[src/rtl/nd_1ton_pkg.sv]
// Shared types and default field widths for the nd_1ton 1-to-N routing node.
// FSM encodings here are also used by the sink-side I/O models.
package nd_1ton_pkg;

   localparam int NS_ADDRESS_SIZE = 8;
   localparam int NS_DATA_SIZE    = 8;
   localparam int NS_REDUN_SIZE   = 8;
   localparam int ND_MAX_OUT      = 8;

   typedef enum logic {
      R_IDLE = 1'b0,
      R_ACK  = 1'b1
   } rx_state_t;

   typedef enum logic [1:0] {
      T_IDLE = 2'd0,
      T_REQ  = 2'd1,
      T_WAIT = 2'd2
   } tx_state_t;

endpackage

[src/rtl/nd_1ton_fifo.sv]
// nd_fifo: per-output message buffer, 2**LOG2 deep, wrap-bit pointers, async active-low reset.
// Full is derived from the registered pointers, so a same-cycle pop never frees a slot for a push.
module nd_fifo
   import nd_1ton_pkg::*;
#(
   parameter int W    = 24,
   parameter int LOG2 = 2
) (
   input  logic         clk,
   input  logic         rst_n,
   input  logic         push,
   input  logic [W-1:0] din,
   input  logic         pop,
   output logic [W-1:0] dout,
   output logic         full,
   output logic         empty
);

   localparam int DEPTH = 2 ** LOG2;

   logic [W-1:0]  mem [DEPTH];
   logic [LOG2:0] wr_ptr;
   logic [LOG2:0] rd_ptr;
   logic          do_push;
   logic          do_pop;

   assign full    = (wr_ptr[LOG2] != rd_ptr[LOG2]) &&
                    (wr_ptr[LOG2-1:0] == rd_ptr[LOG2-1:0]);
   assign empty   = (wr_ptr == rd_ptr);
   assign do_push = push && !full;
   assign do_pop  = pop && !empty;
   assign dout    = mem[rd_ptr[LOG2-1:0]];

   always_ff @(posedge clk or negedge rst_n) begin
      if (!rst_n) begin
         wr_ptr <= '0;
         rd_ptr <= '0;
      end else begin
         if (do_push) wr_ptr <= wr_ptr + 1'b1;
         if (do_pop)  rd_ptr <= rd_ptr + 1'b1;
      end
   end

   // Storage carries no reset; emptiness is defined by the pointers alone.
   always_ff @(posedge clk) begin
      if (do_push) mem[wr_ptr[LOG2-1:0]] <= din;
   end

endmodule

[src/rtl/nd_1ton.sv]
// nd_1ton: 1-to-N message router with 4-phase input, per-output FIFO and 4-phase TX FSMs.
// Optional redundancy check and drop counter enabled by defining NS_ND_RED_CHECK_EN.
module nd_1ton
   import nd_1ton_pkg::*;
#(
   parameter int ASZ       = NS_ADDRESS_SIZE,
   parameter int DSZ       = NS_DATA_SIZE,
   parameter int RSZ       = NS_REDUN_SIZE,
   parameter int NUM_OUT   = 4,
   parameter int FIFO_LOG2 = 2,
   parameter logic [(NUM_OUT-1)*ASZ-1:0] REF_VALS = {8'd48, 8'd32, 8'd16}
) (
   input  logic                   i_clk,
   input  logic                   reset,
   output logic                   ready,
   input  logic [ASZ-1:0]         rcv0_addr,
   input  logic [DSZ-1:0]         rcv0_dat,
   input  logic [RSZ-1:0]         rcv0_red,
   input  logic                   rcv0_req,
   output logic                   rcv0_ack,
   output logic [NUM_OUT*ASZ-1:0] snd_addr,
   output logic [NUM_OUT*DSZ-1:0] snd_dat,
   output logic [NUM_OUT*RSZ-1:0] snd_red,
   output logic [NUM_OUT-1:0]     snd_req,
   input  logic [NUM_OUT-1:0]     snd_ack,
   output logic [7:0]             err_cnt
);

   localparam int MW = ASZ + DSZ + RSZ;
   localparam int KW = (NUM_OUT > 1) ? $clog2(NUM_OUT) : 1;
   localparam int SW = ((ASZ > DSZ) ? ASZ : DSZ) + RSZ + 1;

   function automatic logic [RSZ-1:0] red_calc(input logic [ASZ-1:0] a,
                                                input logic [DSZ-1:0] d);
      logic [SW-1:0] s;
      s = SW'(a) + SW'(d);
      return s[RSZ-1:0];
   endfunction

   function automatic logic [7:0] sat_inc8(input logic [7:0] v);
      return (v == 8'hFF) ? v : v + 8'd1;
   endfunction

   rx_state_t            rx_state;
   rx_state_t            rx_next;
   logic [KW-1:0]        route_k;
   logic [MW-1:0]        msg_p0;
   logic                 red_ok;
   logic [NUM_OUT-1:0]   fifo_push;
   logic [NUM_OUT-1:0]   fifo_full;

   assign msg_p0 = {rcv0_addr, rcv0_dat, rcv0_red};

   // Unsigned range partition: count thresholds strictly below the address.
   always_comb begin
      route_k = '0;
      for (int j = 0; j < NUM_OUT - 1; j++) begin
         if (rcv0_addr > REF_VALS[j*ASZ +: ASZ]) route_k = route_k + 1'b1;
      end
   end

`ifdef NS_ND_RED_CHECK_EN
   logic drop;
   assign red_ok = (rcv0_red == red_calc(rcv0_addr, rcv0_dat));
   assign drop   = (rx_state == R_IDLE) && ready && rcv0_req && !red_ok;

   always_ff @(posedge i_clk or negedge reset) begin
      if (!reset)    err_cnt <= 8'd0;
      else if (drop) err_cnt <= sat_inc8(err_cnt);
   end
`else
   assign red_ok  = 1'b1;
   assign err_cnt = 8'd0;
`endif

   always_ff @(posedge i_clk or negedge reset) begin
      if (!reset) begin
         ready    <= 1'b0;
         rx_state <= R_IDLE;
      end else begin
         ready    <= 1'b1;
         rx_state <= rx_next;
      end
   end

   // A corrupted message is acknowledged without being buffered, so it never waits on a full FIFO.
   always_comb begin
      rx_next   = rx_state;
      fifo_push = '0;
      case (rx_state)
         R_IDLE: begin
            if (ready && rcv0_req) begin
               if (!red_ok) begin
                  rx_next = R_ACK;
               end else if (!fifo_full[route_k]) begin
                  fifo_push[route_k] = 1'b1;
                  rx_next            = R_ACK;
               end
            end
         end
         R_ACK:   if (!rcv0_req) rx_next = R_IDLE;
         default: rx_next = R_IDLE;
      endcase
   end

   assign rcv0_ack = (rx_state == R_ACK);

   for (genvar k = 0; k < NUM_OUT; k++) begin : g_ch
      tx_state_t     tx_state;
      tx_state_t     tx_next;
      logic [MW-1:0] head;
      logic [MW-1:0] snd_msg_p1;
      logic          pop;
      logic          full;
      logic          empty;
      logic          load;

      nd_fifo #(
         .W    (MW),
         .LOG2 (FIFO_LOG2)
      ) u_fifo (
         .clk   (i_clk),
         .rst_n (reset),
         .push  (fifo_push[k]),
         .din   (msg_p0),
         .pop   (pop),
         .dout  (head),
         .full  (full),
         .empty (empty)
      );

      assign fifo_full[k] = full;
      assign load         = (tx_state == T_IDLE) && !empty;

      always_comb begin
         tx_next = tx_state;
         pop     = 1'b0;
         case (tx_state)
            T_IDLE: if (!empty) tx_next = T_REQ;
            T_REQ: begin
               if (snd_ack[k]) begin
                  pop     = 1'b1;
                  tx_next = T_WAIT;
               end
            end
            T_WAIT:  if (!snd_ack[k]) tx_next = T_IDLE;
            default: tx_next = T_IDLE;
         endcase
      end

      // --- output stage: head latched while req is up, so fields stay stable until ack ---
      always_ff @(posedge i_clk or negedge reset) begin
         if (!reset) begin
            tx_state   <= T_IDLE;
            snd_msg_p1 <= '0;
         end else begin
            tx_state <= tx_next;
            if (load) snd_msg_p1 <= head;
         end
      end

      assign snd_req[k]            = (tx_state == T_REQ);
      assign snd_addr[k*ASZ +: ASZ] = snd_msg_p1[MW-1 -: ASZ];
      assign snd_dat[k*DSZ +: DSZ]  = snd_msg_p1[RSZ +: DSZ];
      assign snd_red[k*RSZ +: RSZ]  = snd_msg_p1[RSZ-1:0];
   end

endmodule
[config.mk]
export PLATFORM = sky130hd
export DESIGN_NAME = nd_1ton
export DESIGN_NICKNAME = d
export VERILOG_FILES = /design/src/rtl/nd_1ton_pkg.sv /design/src/rtl/nd_1ton_fifo.sv /design/src/rtl/nd_1ton.sv
export SDC_FILE = /design/constraint.sdc
export NUM_CORES = 1
export LEC_CHECK = 0
export CAP_MARGIN = 20
export CELL_PAD_IN_SITES_DETAIL_PLACEMENT = 0
export CELL_PAD_IN_SITES_GLOBAL_PLACEMENT = 1
export CORE_AREA = 2 2 194 196
export CTS_CLUSTER_SIZE = 25
export DETAILED_ROUTE_END_ITERATION = 6
export DIE_AREA = 0 0 196 198
export HOLD_SLACK_MARGIN = 0.06
export MAX_ROUTING_LAYER = met4
export PLACE_DENSITY_LB_ADDON = 0.1
export SYNTH_ARGS = -nofsm -noshare
export SYNTH_HDL_FRONTEND = slang
export SYNTH_SLANG_ARGS = --single-unit
[constraint.sdc]
create_clock -name i_clk -period 5.8 [get_ports i_clk]
set_input_delay 1.74 -clock i_clk [delete_from_list [all_inputs] [get_ports i_clk]]
set_output_delay 1.74 -clock i_clk [all_outputs]
set_load 0.1 [all_outputs]
==> results.md, run 1 <==
* Outcome: finished, final reports clean
* Final Critical Period at 4650 ps
* Nets@finish at 1,167
* Dpl ws at 523 ps
* WL final at 38,900 µm
* I/O Buffers at 132
* Tightest Pin Transition at 1010 ps
* #FFs+latches synth at 514
* Multi-input logic area at 4710 µm²
* Headroom to the max-slew limit at 0.327
* Starting Density at 0.538
* Top Ports at 141
* Antenna violations before repair at 1
* FP Rows at 71
* Final TNS setup at 0 ps
* Critical-path top delay cell: or4_4
* WL per Instance at 23.8 µm
* CTS Sinks at 514
* Die Wd at 196 µm
* Clock skew at 13.7 ps
* Die Ht at 198 µm
* Dpl cells at 1,535
* Max Fclk at 215 MHz
* Final setup violation count at 0
* Die area at 38,800 µm²
* Vias in the first global route at 9,307
* Critical path's top delay family: simple AND/OR/NAND/NOR gates
* R2R Setup Slk at 3140 ps
* Vias at 9,052
* Max-cap violations at 0
* First-pass GRT wire length at 58,400 µm
* Critical Path Max Stage Delay at 590 ps
* Buf+Inv Stages, Crit Path at 2
* Worst hold path class: reg -> reg
* Post-CTS Setup Inserts at 0
* Routed vias/inst at 5.55
* Clk Latency, worst-skew pair at 580 ps
* Final setup margin at 1150 ps
* Unrepaired setup endpoints after global routing: false
* Worst-path cell chain: clkdlybuf4s50_1, or4_4, a211o_1, ha_1, nand2_1, or3_1, a31oi_2, and2_1, buf_12
* CTS max path bufs at 3
* Overall Global Routing Usage at 0.213
* Top FF cell, synth: edfxtp_1
* Hpwl dp at 24,600 µm
* Drt drc at 0
* Kind of critical path: in -> reg
* Cts repair resizes at 0
* Yosys warns at 0
* Synth-to-layout area growth at 18.0%
* Startpoint types: input port
* Grt total ovfl at 0
* Drt first-iter violations at 646
* Final cell count without fillers at 1,631
* Hold_buf cts at 0
* Final antenna-violating net count at 0
* Synth unique cells at 50
* Avg Cell Area, Syn at 21.5 µm²
* Register Area at 14,800 µm²
* CP arrival at 4940 ps
* Final Max Tran Viols at 0
* Worst-path clk slew at 60 ps
* Fin. Hold Viols at 0
* Asr flop ratio synth at 0.253
* Pin count of the biggest net entering global routing at 68
* Critical Path RT at 6080 ps
* CTS Buf Count at 51
* FILL cells at 2,571
* Core box area at 37,000 µm²
* Layout cell share with drive strength beyond 1 at 0.273
* Final worst-path cycle share at 0.802
* Syn Std Cell Area at 19,900 µm²
* ANT cells at 0
* CTS root buf: clkbuf_16
* DR pass1 iterations at 7
* H-Tree Depth at 2
* Syn Inst Count at 926
* CP Capture Type: flop
* Sequential-to-total area share from yosys stat at 0.743
* CTS tree: done
* Worst Path Max Fanout at 19
* Post-synth EDFFs at 384
* Placer congestion estimate at 0.774
-- metal layers --
metal | vias to the layer above | GRT usage | routed length (µm) | part of all wire
li1 | 4026 | - | - | -
met1 | 4741 | 0.303 | 17800 | 0.46
met2 | 226 | 0.325 | 18500 | 0.48
met3 | 59 | 0.0322 | 1620 | 0.042
met4 | 0 | 0.0668 | 890 | 0.023
met5 | - | - | 0 | 0
-- Yosys cell counts, drive strengths merged, types with 2 or more instances --
| library cell | instances | area share |
|---|---|---|
| nand2 | 16 | 0.0033 |
| nor2 | 6 | 0.0011 |
| xnor2 | 12 | 0.0053 |
| o31ai | 5 | 0.0019 |
| a21oi | 5 | 0.0018 |
| or3b | 2 | 0.00088 |
| dfrtp | 130 | 0.16 |
| or3 | 3 | 0.00094 |
| o2111ai | 4 | 0.0018 |
| and3 | 3 | 0.00094 |
| o21ai | 9 | 0.0023 |
| conb | 2 | 0.00038 |
| edfxtp | 384 | 0.58 |
| mux2 | 100 | 0.064 |
| clkbuf | 6 | 0.0011 |
| a211o | 3 | 0.0013 |
| nand2b | 8 | 0.0025 |
| and2 | 18 | 0.0058 |
| a21boi | 4 | 0.0015 |
| ha | 22 | 0.014 |
| buf | 41 | 0.017 |
| inv | 16 | 0.0030 |
| xor2 | 16 | 0.0086 |
| mux4 | 96 | 0.11 |
-- worst register-to-register path, stage by stage, from the launching register on --
cell	delay, ps
dfrtp_1	320
buf_4	450
xor2_2	170
nor2_1	180
a211o_1	640
buf_4	420
mux2_2	380
-- final timing paths --
| kind | startpoint | to | cells after the start |
|---|---|---|---|
| setup / recovery | rcv0_addr[0] | g_ch[0].u_fifo.mem[1][9] | 9 |
| hold / removal | g_ch[2].u_fifo.wr_ptr[2] | g_ch[2].u_fifo.wr_ptr[2] | 1 |
| setup reg to reg | g_ch[0].u_fifo.rd_ptr[0] | g_ch[0].snd_msg_p1[2] | 6 |
| hold reg to reg | g_ch[2].u_fifo.wr_ptr[2] | g_ch[2].u_fifo.wr_ptr[2] | 1 |
| max in group asynchronous | reset | g_ch[2].u_fifo.rd_ptr[1] | 2 |
| min in group asynchronous | reset | g_ch[1].snd_msg_p1[23] | 1 |
-- state kept, by name, indices dropped and copies added, names as in the netlist --
| signal | count |
|---|---|
| g_ch.tx_state | 8 |
| g_ch.u_fifo.wr_ptr | 12 |
| g_ch.u_fifo.mem | 384 |
| ready | 1 |
| rcv0_ack | 1 |
| g_ch.snd_msg_p1 | 96 |
| g_ch.u_fifo.rd_ptr | 12 |
-- layout make-up --
cell class | count | area share
sequential | 514 | 0.630
multi-input combinational | 356 | 0.201
timing repair buffer | 175 | 0.0744
clock buffer | 77 | 0.0603
tap | 474 | 0.0253
clock inverter | 19 | 0.00661
inverter | 16 | 0.00256
-- cell usage in the layout, fill, tap and decap left out, types with 12 or more instances in the layout --
master and count:
edfxtp_1 384, clkdlybuf4s50_1 131, dfrtp_1 130, mux4_2 90, mux2_2 60, clkbuf_16 51
mux2_4 38, buf_4 35, ha_1 22, clkbuf_1 22, and2_1 17, inv_1 16
nand2_1 14, xnor2_1 12, xor2_1 12
-- stage by stage --
stage                     area, µm²   util  hold slack [ps]
after floorplan               19900      -              462
after global placement        21900  0.592              477
after detailed placement      21900  0.592              483
after CTS                     23500  0.635              494
after global routing          23500  0.635              506
final                         23500  0.635              494
-- kinds of logic after synthesis --
group | Yosys count | synth area share
AOI/OAI and AO/OA | 37 | 0.0142
xor gates and xnor gates | 28 | 0.0138
DFF | 514 | 0.743
other | 2 | 0.000378
buffers and inverters | 63 | 0.0211
and+or+nand+nor | 64 | 0.0196
adders and majority gates | 22 | 0.0138
muxes | 196 | 0.174
Power of run 1 is left out: the tool's default activity adds up to more than one toggle a clock period on the data nets, which glitch-free logic cannot reach.
==> run 2: changes to the inputs <==
CORE_AREA = 2 2 201 203   (was 2 2 194 196)
DIE_AREA = 0 0 203 205   (was 0 0 196 198)
clock period = 4.8 ns   (was 5.8 ns; I/O delays follow)
==> run 2 against run 1 <==
Register-to-register slack worse by 740 ps. Hold slack worse by 4.2 ps. Die area up 7.2%. Highest routed layer unchanged. Routed wire length up 0.66%. Global-route usage down 1.2 points. Critical path depth down 1. First-iteration DRC count down 2.5%. Core utilization down 2.9 points. Non-clock buffer count up 4. Clock skew down 1.4 ps. Flip-flop and latch count unchanged. Setup slack worse by 480 ps.
==> results.md, run 2 (synthesized netlist as in run 1, its figures left out) <==
* Final Max Tran Viols at 0
* Die Ht at 205 µm
* Final worst-path cycle share at 0.862
* First-pass GRT wire length at 59,800 µm
* Unrepaired setup endpoints after global routing: false
* CTS max path bufs at 3
* Most common cell after layout, fill and taps aside: edfxtp_1
* Starting Density at 0.505
* Layout cell share with drive strength beyond 1 at 0.286
* Top Layer Used: met4
* ANT cells at 0
* Max Fclk at 242 MHz
* Nets@finish at 1,172
* Clk Latency, worst-skew pair at 570 ps
* Worst-path clk slew at 60 ps
* Core box area at 39,400 µm²
* WL per Instance at 23.2 µm
* Worst Setup EP: g_ch[3].u_fifo.mem[3][19]
* DR pass1 iterations at 4
* Cts repair resizes at 0
* Startpoint types: input port
* Pin count of the biggest net entering global routing at 77
* CTS root buf: clkbuf_16
* Outcome: finished, final reports clean
* Routed vias/inst at 5.40
* WL met2 at 19,500 µm
* I/O Buffers at 132
* Kind of critical path: in -> reg
* Crit path from: rcv0_addr[0]
* FF-to-FF path depth at 5
* Vias in the first global route at 9,537
* Final setup violation count at 0
* Tightest Pin Transition at 1040 ps
* Most frequent cells in the layout: edfxtp_1 (384), clkdlybuf4s50_1 (131), dfrtp_1 (129), mux4_2 (90), mux2_2 (60)
* Final antenna-violating net count at 0
* Placer congestion estimate at 0.757
* Drt drc at 0
* Drt first-iter violations at 630
* CTS Buf Count at 52
* Worst Path Max Fanout at 25
* Vias at 9,099
* Synth-to-layout area growth at 19.8%
* Final Critical Period at 4140 ps
* FF-to-FF End: g_ch[3].snd_msg_p1[12]
* Top Ports at 141
* FP Rows at 73
* Overall Global Routing Usage at 0.202
* CP Capture Type: flop
* Max reg flops at 384
* Reg2reg start: g_ch[3].u_fifo.rd_ptr[1]
* Worst hold path class: reg -> reg
* Clock skew at 12.4 ps
* Grt total ovfl at 0
* R2R Setup Slk at 2400 ps
* Antenna violations before repair at 1
* WL final at 39,100 µm
* H-Tree Depth at 2
* Hpwl dp at 24,900 µm
* Critical Path RT at 5020 ps
* Hold_buf cts at 0
* Final TNS setup at 0 ps
* M1 WL at 17,600 µm
* Post-CTS Setup Inserts at 0
* Fin. Hold Viols at 0
* Met3 WL at 1400 µm
* Final hold slack at 490 ps
* Headroom to the max-slew limit at 0.306
* Die Wd at 203 µm
* Die area at 41,600 µm²
* Max-cap violations at 0
* CP arrival at 4360 ps
* CTS Sinks at 514
* CTS tree: done
-- run 2: cell count changes in the layout (fill, tap and decap cells not counted), moves of 2 or more --
cell and delta:
clkbuf_1 -13, clkinv_2 +6, buf_4 -4, bufinv_16 +5
clkbuf_16 +2, clkinv_1 +2, buf_12 +8, inv_6 -3
-- run 2: final cells by class --
| class | count | area [µm²] |
|---|---|---|
| Inverter | 16 | 60.1 |
| Multi-Input combinational cell | 356 | 4710 |
| Tap cell | 525 | 657 |
| Sequential cell | 514 | 14800 |
| Clock inverter | 29 | 318 |
| Clock buffer | 67 | 1430 |
| Fill cell | 2863 | 15500 |
| Timing Repair Buffer | 179 | 1880 |
-- run 2: worst min-delay path by stage --
stage	startpoint	to	slack [ps]	cells after the start
after floorplan	g_ch[0].u_fifo.wr_ptr[2]	g_ch[0].u_fifo.wr_ptr[2]	460	1
after global placement	g_ch[2].u_fifo.wr_ptr[2]	g_ch[2].u_fifo.wr_ptr[2]	480	1
after detailed placement	g_ch[1].u_fifo.wr_ptr[2]	g_ch[1].u_fifo.wr_ptr[2]	480	1
after CTS	g_ch[1].u_fifo.wr_ptr[2]	g_ch[1].u_fifo.wr_ptr[2]	490	1
after global routing	g_ch[1].u_fifo.wr_ptr[2]	g_ch[1].u_fifo.wr_ptr[2]	520	1
final	g_ch[1].u_fifo.wr_ptr[2]	g_ch[1].u_fifo.wr_ptr[2]	490	1
-- run 2: layer usage --
layer	global-route usage	up-vias
met2	0.316	184
met5	-	-
met3	0.0313	48
met4	0.0547	0
li1	-	4036
met1	0.279	4831
-- run 2: per-stage QoR --
step	utilization	instances	worst slack, ps	cell area [µm²]
after floorplan	-	933	313	19900
after global placement	0.561	1590	80.1	22100
after detailed placement	0.561	1590	42.6	22100
after CTS	0.605	1686	651	23800
after global routing	0.605	1686	462	23800
final	0.605	1686	663	23800
-- run 2: critical path: stages --
cell             delay (ps)
clkdlybuf4s50_1         440
or4_4                   590
a211o_1                 330
ha_1                    410
nor4bb_1                300
a22oi_1                 150
a21oi_2                 250
and2_4                  430
Power of run 2 is left out for the same reason.
